### src/rtl/param_shift_reg.sv
// WIDTH-bit universal register (load/shift/rotate/clear) with a multi-cycle shift-by-N sequencer.
// Define PARITY_OUT_EN to add a registered parity output (XOR of Q).
module param_shift_reg #(
    parameter int unsigned      WIDTH     = 8,
    parameter logic [WIDTH-1:0] RESET_VAL = '0,
    parameter int unsigned      AMT_W     = $clog2(WIDTH + 1)
) (
    input  logic             clk,
    input  logic             reset,
    input  logic             en,
    input  logic [2:0]       mode,
    input  logic [WIDTH-1:0] D,
    input  logic             sin,
    input  logic             start,
    input  logic [AMT_W-1:0] amt,
    output logic [WIDTH-1:0] Q,
    output logic             sout,
    output logic             busy,
    output logic             done
`ifdef PARITY_OUT_EN
    ,
    output logic             parity
`endif
);

    typedef enum logic [1:0] {
        IDLE,
        RUN,
        FIN
    } state_t;

    typedef enum logic [2:0] {
        M_HOLD = 3'b000,
        M_LOAD = 3'b001,
        M_SHL  = 3'b010,
        M_SHR  = 3'b011,
        M_ROL  = 3'b100,
        M_ROR  = 3'b101,
        M_ASR  = 3'b110,
        M_CLR  = 3'b111
    } mode_t;

    localparam logic [AMT_W-1:0] AMT_MAX = AMT_W'(WIDTH);
    localparam logic [AMT_W-1:0] AMT_ONE = AMT_W'(1);

    state_t           state, state_n;
    mode_t            mode_r, mode_r_n;
    mode_t            op;
    logic [AMT_W-1:0] cnt, cnt_n;
    logic [AMT_W-1:0] amt_sat;
    logic [WIDTH-1:0] q_n;
    logic             sout_n;
    logic [WIDTH-1:0] step_q;
    logic             step_sout;
    logic             seq_mode;

    assign amt_sat  = (amt > AMT_MAX) ? AMT_MAX : amt;
    assign seq_mode = (mode != M_HOLD) && (mode != M_LOAD) && (mode != M_CLR);
    // While running, the latched mode drives the datapath; live mode is ignored.
    assign op = (state == RUN) ? mode_r : mode_t'(mode);

    always_comb begin
        step_q    = Q;
        step_sout = sout;
        case (op)
            M_HOLD: ;
            M_LOAD: step_q = D;
            M_SHL: begin
                step_q    = {Q[WIDTH-2:0], sin};
                step_sout = Q[WIDTH-1];
            end
            M_SHR: begin
                step_q    = {sin, Q[WIDTH-1:1]};
                step_sout = Q[0];
            end
            M_ROL:  step_q = {Q[WIDTH-2:0], Q[WIDTH-1]};
            M_ROR:  step_q = {Q[0], Q[WIDTH-1:1]};
            M_ASR: begin
                step_q    = {Q[WIDTH-1], Q[WIDTH-1:1]};
                step_sout = Q[0];
            end
            M_CLR:  step_q = RESET_VAL;
            default: ;
        endcase
    end

    always_comb begin
        state_n  = state;
        mode_r_n = mode_r;
        cnt_n    = cnt;
        q_n      = Q;
        sout_n   = sout;
        case (state)
            IDLE: begin
                if (start && seq_mode) begin
                    mode_r_n = mode_t'(mode);
                    if (amt_sat == '0) begin
                        state_n = FIN;
                    end else begin
                        q_n    = step_q;
                        sout_n = step_sout;
                        if (amt_sat == AMT_ONE) begin
                            state_n = FIN;
                        end else begin
                            state_n = RUN;
                            cnt_n   = amt_sat - AMT_ONE;
                        end
                    end
                end else begin
                    q_n    = step_q;
                    sout_n = step_sout;
                end
            end
            RUN: begin
                q_n    = step_q;
                sout_n = step_sout;
                cnt_n  = cnt - AMT_ONE;
                if (cnt == AMT_ONE) begin
                    state_n = FIN;
                end
            end
            FIN: begin
                state_n = IDLE;
            end
            default: state_n = IDLE;
        endcase
    end

    // busy/done are registered from the next state so they line up with the state flops.
    always_ff @(posedge clk or posedge reset) begin
        if (reset) begin
            state  <= IDLE;
            mode_r <= M_HOLD;
            cnt    <= '0;
            Q      <= RESET_VAL;
            sout   <= 1'b0;
            busy   <= 1'b0;
            done   <= 1'b0;
        end else if (en) begin
            state  <= state_n;
            mode_r <= mode_r_n;
            cnt    <= cnt_n;
            Q      <= q_n;
            sout   <= sout_n;
            busy   <= (state_n != IDLE);
            done   <= (state_n == FIN);
        end
    end

`ifdef PARITY_OUT_EN
    always_ff @(posedge clk or posedge reset) begin
        if (reset) begin
            parity <= ^RESET_VAL;
        end else if (en) begin
            parity <= ^q_n;
        end
    end
`endif

endmodule

### config.mk
export PLATFORM = sky130hd
export DESIGN_NAME = param_shift_reg
export DESIGN_NICKNAME = d
export VERILOG_FILES = /design/src/rtl/param_shift_reg.sv
export SDC_FILE = /design/constraint.sdc
export NUM_CORES = 1
export LEC_CHECK = 0
export ABC_AREA = 0
export CAP_MARGIN = 10
export CORE_ASPECT_RATIO = 0.8
export CORE_MARGIN = 5
export CORE_UTILIZATION = 40
export CTS_BUF_LIST = sky130_fd_sc_hd__clkbuf_16
export CTS_CLUSTER_DIAMETER = 40
export DETAILED_ROUTE_END_ITERATION = 10
export GPL_TIMING_DRIVEN = 1
export PLACE_DENSITY = 0.74
export SLEW_MARGIN = 10
export SYNTH_ARGS = -nofsm -noshare
export SYNTH_HDL_FRONTEND = slang
export SYNTH_SLANG_ARGS = --single-unit
### constraint.sdc
create_clock -name clk -period 5.2 [get_ports clk]
set_input_delay 0.52 -clock clk [delete_from_list [all_inputs] [get_ports clk]]
set_output_delay 0.52 -clock clk [all_outputs]
set_load 0.005 [all_outputs]
==> summary.json, run 1 <==
{
  "run_status": {
    "run_status": "complete, no violations"
  },
  "critical_path": {
    "cp-start-kind": "input port",
    "critical_path_peak_fanout": 18,
    "critPathCaptureType": "flop",
    "critical_path.top_delay_family": "simple AND/OR/NAND/NOR gates",
    "critical_path.slowest_cell": "sky130_fd_sc_hd__o41ai_4",
    "worstPathRequired_ps": 5290,
    "chain_of_cells_forming_the_critical_path": "clkdlybuf4s50_1 > nand2b_1 > ha_1 > or3b_1 > o41ai_4 > or2b_1 > o221ai_1",
    "worst-endpoint-arrival_ps": 3010,
    "cp_slowest_stage_delay_ps": 690,
    "start_to_end_type_of_the_worst_setup_path": "input port to flop",
    "path_buf_inv": 1
  },
  "clock_tree": {
    "cts.sinks": 20,
    "cts-hold-fix-buffers": 0,
    "clock_latency_ps": 250,
    "ctsRootBufferMaster": "sky130_fd_sc_hd__clkbuf_16",
    "htreeDepth": 1,
    "post_cts_buffers": 0,
    "cts_max_path_buffers": 2,
    "clock_pin_slew_of_the_registers_on_the_worst_case_setup_and_hold_paths_ps": 60,
    "cts.repair.resized": 0,
    "tritoncts_clock_tree": "built",
    "cts_inserted_buffers": 3
  },
  "timing": {
    "tightestPinTransition_ps": 837.7,
    "fmax_mhz": 343.2,
    "fin_skew_ps": 1.805,
    "setup-violations-final": 0,
    "final_worst_path_period_share": 0.5604,
    "hold_viol": 0,
    "timing.final.max_slew_violations": 0,
    "period_minus_slack_ps": 2914,
    "setup_repair_after_global_routing_missed_its_margin": "false",
    "setup-tns-final_ps": 0,
    "maxSlewHeadroom": 0.4396
  },
  "synth": {
    "synth.ff_latch_count": 20,
    "synthArstFlopShare": 1.000,
    "synthesis.area_per_instance_um2": 9.587,
    "seq_area_frac_synth": 0.3527,
    "synth.distinct_cells": 42,
    "syn_area_um2": 1419,
    "synthesis.instances": 148,
    "postSynthNetCount": 172,
    "synth-main-ff-cell": "sky130_fd_sc_hd__dfrtp_1",
    "synth-edff-count": 0,
    "yosys_warnings": 0
  },
  "drt": {
    "vias": 1277,
    "detail-route-antenna-nets": 0,
    "detail_route.wirelength_um": 3465,
    "routedWlPerCell_um": 15.75,
    "drc": 0,
    "drt-vias-per-instance": 5.805,
    "initialDrtViolationCount": 62,
    "firstDrtPassIters": 4
  },
  "die": {
    "start_util": 0.4145,
    "placement_rows": 19,
    "core_region_area_um2": 3423,
    "dieHeight_um": 63.27,
    "fp.dieArea_um2": 4846,
    "pin_count": 31,
    "floorplan.die.width_um": 76.59
  },
  "cells_and_area": {
    "drive_above_1_share": 0.1124,
    "final_common_cell": "sky130_fd_sc_hd__clkdlybuf4s50_1",
    "area_of_the_multi_input_gates_um2": 858.3,
    "layout.cells.most_common_list": "30 x sky130_fd_sc_hd__clkdlybuf4s50_1, 20 x sky130_fd_sc_hd__dfrtp_1, 19 x sky130_fd_sc_hd__o21ai_0",
    "ff_latch_area_um2": 500.5,
    "final_cell_count_no_fill": 220,
    "fin_nets": 203,
    "antenna-diode-count": 0,
    "n_fill_cell": 328,
    "synthToLayoutAreaGrowth_pct": 27.78
  },
  "run": {
    "max_cap_viol_count": 0
  },
  "pwr": {
    "power_density_nw_per_um2": 524.8,
    "share_comb_of_total_power": 0.504,
    "seqPwrFrac": 0.330,
    "netSwitchingFraction": 0.3976,
    "peak_ir_drop_on_the_vdd_network_mv": 0.2226,
    "cellInternalPower_uw": 573.1,
    "static-leakage-power_nw": 0.7284,
    "switching_power_uw": 378.4,
    "clock_power_share": 0.166
  },
  "grt": {
    "grt_max_degree": 21,
    "grt_pass1_wl_um": 5761,
    "track_usage": 0.1449,
    "grt_antenna_before_repair": 0,
    "globalRouteOverflowTotal": 0,
    "grt_pass1_vias": 1187
  },
  "place": {
    "routabilityCongestion": 0.8193,
    "placed_instance_count": 216,
    "detailed_place_hpwl_um": 2668,
    "io_buffer_count": 30
  },
  "min_path": {
    "holdCritPathClass": "flop to flop"
  }
}
registers in the layout, summed over array words and instances (netlist names):
register / flops
Q: 8
mode_r: 3
done: 1
busy: 1
state: 2
sout: 1
cnt: 4
cells by family after synthesis:
kind of cell,after synthesis,synth area share
AND/OR/NAND/NOR,50,0.2064
adder cells (fa/ha/maj),4,0.03527
AO/OA/AOI/OAI,48,0.2416
XOR/XNOR,5,0.03087
multiplexers,11,0.09083
flip-flops,20,0.3527
buffers and inverters,10,0.04232
power by group through the flow:
stage | clock network (mW) | registers [mW] | logic (mW)
global placement | 0 | 0.309 | 0.463
detailed placement | 0 | 0.314 | 0.480
finish | 0.158 | 0.314 | 0.480
CTS | 0.162 | 0.312 | 0.481
global route | 0.167 | 0.328 | 0.528
floorplan | 0 | 0.285 | 0.359
path summary, 6_finish.rpt:
| kind | slack (ps) | start | cells after the start | endpoint |
|---|---|---|---|---|
| worst max-delay path | 2290 | amt[3] | 7 | Q[5]$_DFFE_PP0P_ |
| max in group asynchronous | 4020 | reset | 2 | cnt[2]$_DFFE_PP0P_ |
| min in group asynchronous | 710 | reset | 2 | Q[7]$_DFFE_PP0P_ |
| worst min register to register | 510 | busy$_DFFE_PP0P_ | 1 | busy$_DFFE_PP0P_ |
| worst min-delay path | 510 | busy$_DFFE_PP0P_ | 1 | busy$_DFFE_PP0P_ |
| worst max register to register | 3140 | state[0]$_DFFE_PP0P_ | 3 | Q[5]$_DFFE_PP0P_ |
layout make-up:
| cell class | count | area share |
|---|---|---|
| Clock buffer | 3 | 0.04141 |
| Clock inverter | 1 | 0.002070 |
| Multi-Input combinational cell | 118 | 0.4734 |
| Tap cell | 42 | 0.02899 |
| Inverter | 6 | 0.01242 |
| Timing Repair Buffer | 30 | 0.1656 |
| Sequential cell | 20 | 0.2761 |
synth_stat cells (all sizes together), types with 2 or more instances:
| cell | instances | area, um^2 |
|---|---|---|
| dfrtp | 20 | 500.5 |
| buf | 4 | 37.53 |
| xor2 | 3 | 26.28 |
| and2 | 3 | 18.77 |
| a22o | 2 | 17.52 |
| xnor2 | 2 | 17.52 |
| a21oi | 4 | 20.02 |
| ha | 4 | 50.05 |
| nand2b | 4 | 32.53 |
| a22oi | 7 | 52.55 |
| nor2 | 18 | 75.07 |
| nand2 | 11 | 41.29 |
| nor3b | 2 | 15.01 |
| mux2i | 6 | 72.57 |
| o221ai | 7 | 61.31 |
| inv | 6 | 22.52 |
| mux2 | 5 | 56.30 |
| o21ai | 21 | 108.9 |
| a211o | 2 | 17.52 |
metal layers:
layer	track usage	wire length [um]
met1	0.1799	1486
met2	0.2468	1750
met5	0	0
met4	0.06987	91
met3	0.01994	136
through the flow:
stage | worst slack, ps | cell area [um^2] | hold WS (ps) | total power [mW] | utilization
global route | 2160 | 1813 | 538.2 | 1.023 | 0.5296
detailed placement | 2058 | 1734 | 502.9 | 0.7936 | 0.5066
CTS | 2323 | 1813 | 515.7 | 0.9558 | 0.5296
finish | 2286 | 1813 | 511.1 | 0.9515 | 0.5296
global placement | 2191 | 1734 | 490.7 | 0.7720 | 0.5066
floorplan | 3150 | 1419 | 465.3 | 0.6439 | -
(Power assumes the default switching activity.)
==> run 2, diff against run 1 <==
Settings changed: PLACE_DENSITY 0.74 to 0.76.
Clock period 5.2 ns to 2.45 ns, I/O delays scaled along.
==> summary.json, run 2 (same netlist as run 1, synthesis figures left out) <==
{
  "grt": {
    "track_usage": 0.1498,
    "grt_max_degree": 21,
    "grt_pass1_vias": 1254,
    "globalRouteOverflowTotal": 0,
    "grt_pass1_wl_um": 5934,
    "grt_antenna_before_repair": 0
  },
  "clock_tree": {
    "clock_pin_slew_of_the_registers_on_the_worst_case_setup_and_hold_paths_ps": 50,
    "cts.sinks": 20,
    "cts.repair.resized": 0,
    "tritoncts_clock_tree": "built",
    "htreeDepth": 1,
    "cts_max_path_buffers": 2,
    "clock_latency_ps": 250,
    "post_cts_buffers": 0,
    "ctsRootBufferMaster": "sky130_fd_sc_hd__clkbuf_16",
    "cts-hold-fix-buffers": 0,
    "cts_inserted_buffers": 3
  },
  "drt": {
    "drc": 0,
    "routedWlPerCell_um": 15.67,
    "initialDrtViolationCount": 57,
    "detail-route-antenna-nets": 0,
    "vias": 1269,
    "firstDrtPassIters": 4,
    "detail_route.wirelength_um": 3589,
    "drt-vias-per-instance": 5.541
  },
  "run": {
    "max_cap_viol_count": 0
  },
  "timing": {
    "hold_ws_ps": 431.2,
    "fin_skew_ps": 3.009,
    "hold_viol": 0,
    "fmax_mhz": 458.9,
    "maxSlewHeadroom": 0.4946,
    "setup_repair_after_global_routing_missed_its_margin": "false",
    "tightestPinTransition_ps": 757.2,
    "setup-tns-final_ps": 0,
    "final_worst_path_period_share": 0.8894,
    "period_minus_slack_ps": 2179,
    "timing.final.max_slew_violations": 0,
    "setup-violations-final": 0
  },
  "pwr": {
    "static-leakage-power_nw": 0.7704,
    "power_density_nw_per_um2": 1100,
    "peak_ir_drop_on_the_vdd_network_mv": 0.6293
  },
  "critical_path": {
    "path_buf_inv": 1,
    "worst_r2r_path_depth": 5,
    "worstReg2RegStart": "state[0]$_DFFE_PP0P_",
    "worst-endpoint-arrival_ps": 2290,
    "reg2reg_slack_ps": 420,
    "cp_slowest_stage_delay_ps": 500,
    "critPathCaptureType": "flop",
    "start_to_end_type_of_the_worst_setup_path": "input port to flop",
    "critical_path.slowest_cell": "sky130_fd_sc_hd__clkdlybuf4s50_1",
    "critical_path_peak_fanout": 7,
    "worstReg2RegEnd": "Q[7]$_DFFE_PP0P_",
    "cp-start-kind": "input port",
    "worstPathRequired_ps": 2560,
    "chain_of_cells_forming_the_critical_path": "clkdlybuf4s50_1 > nand2b_1 > ha_1 > or3b_1 > o41ai_4 > or2b_1 > o221ai_1",
    "critical_path.top_delay_family": "simple AND/OR/NAND/NOR gates"
  },
  "cells_and_area": {
    "n_fill_cell": 312,
    "layout.cells.most_common_list": "30 x sky130_fd_sc_hd__clkdlybuf4s50_1, 20 x sky130_fd_sc_hd__dfrtp_1, 19 x sky130_fd_sc_hd__o21ai_0",
    "reg_top3": "Q x8, cnt x4, mode_r x3",
    "antenna-diode-count": 0,
    "largest_register_by_flop_count": "Q",
    "final_common_cell": "sky130_fd_sc_hd__clkdlybuf4s50_1",
    "drive_above_1_share": 0.1551,
    "ff_latch_area_um2": 500.5,
    "area_of_the_multi_input_gates_um2": 858.3,
    "postLayoutCoreUtil": 0.5493,
    "largest_reg_flops": 8,
    "synthToLayoutAreaGrowth_pct": 32.54,
    "fin_nets": 212
  },
  "place": {
    "detailed_place_hpwl_um": 2755,
    "routabilityCongestion": 0.9577,
    "io_buffer_count": 30
  },
  "run_status": {
    "run_status": "complete, no violations"
  },
  "die": {
    "fp.dieArea_um2": 4846,
    "start_util": 0.4145,
    "floorplan.die.width_um": 76.59,
    "dieHeight_um": 63.27,
    "core_region_area_um2": 3423,
    "placement_rows": 19,
    "pin_count": 31
  },
  "min_path": {
    "holdCritPathClass": "input port to async pin"
  }
}
[run 2: cell count changes in the layout (fill, tap and decap cells not counted)]
cell	previous run	this run
sky130_fd_sc_hd__buf_4	0	9
[run 2: report_power, final]
group	internal [mW]	switching, mW	total, mW	leakage (nW)
registers	0.479	0.182	0.661	0.254
logic	0.554	0.513	1.07	0.478
clock network	0.218	0.123	0.341	0.0385
total	1.25	0.818	2.07	0.770
[run 2: worst register-to-register path, delay by kind of cell, from the launching register on]
kind               cells  cell delay [ps]
muxes                  1              340
and+or+nand+nor        2              490
AOI/OAI and AO/OA      2              480
DFF                    1              600
[run 2: final cells by class]
cell class / count / area share
Inverter: 6 / 0.01198
Clock inverter: 1 / 0.001996
Tap cell: 42 / 0.02794
Clock buffer: 3 / 0.03992
Multi-Input combinational cell: 118 / 0.4564
Timing Repair Buffer: 39 / 0.1956
Sequential cell: 20 / 0.2661
[run 2: how the worst max path moves through the flow]
stage | from | to | slack, ps | cells past startpoint
after floorplan | amt[3] | cnt[3]$_DFFE_PP0P_ | 680 | 6
after global placement | amt[3] | Q[2]$_DFFE_PP0P_ | 160 | 7
after detailed placement | amt[3] | Q[5]$_DFFE_PP0P_ | 40 | 7
after CTS | amt[3] | Q[5]$_DFFE_PP0P_ | 300 | 7
after global routing | amt[3] | Q[2]$_DFFE_PP0P_ | 150 | 7
final | amt[3] | Q[2]$_DFFE_PP0P_ | 270 | 7
[run 2: per-layer routing]
layer,track usage,part of all wire
met5,0,0
met4,0.04585,0.012
met3,0.03276,0.042
met2,0.2521,0.50
met1,0.1914,0.45
[run 2: per-stage QoR]
stage | instances | total power [mW] | instance area (um^2) | setup WS, ps
after floorplan | 148 | 1.367 | 1419 | 675.1
after global placement | 225 | 1.678 | 1802 | 164.1
after detailed placement | 225 | 1.722 | 1802 | 41.63
after CTS | 229 | 2.079 | 1881 | 298.1
after global routing | 229 | 2.224 | 1881 | 152.9
final | 229 | 2.069 | 1881 | 271.0
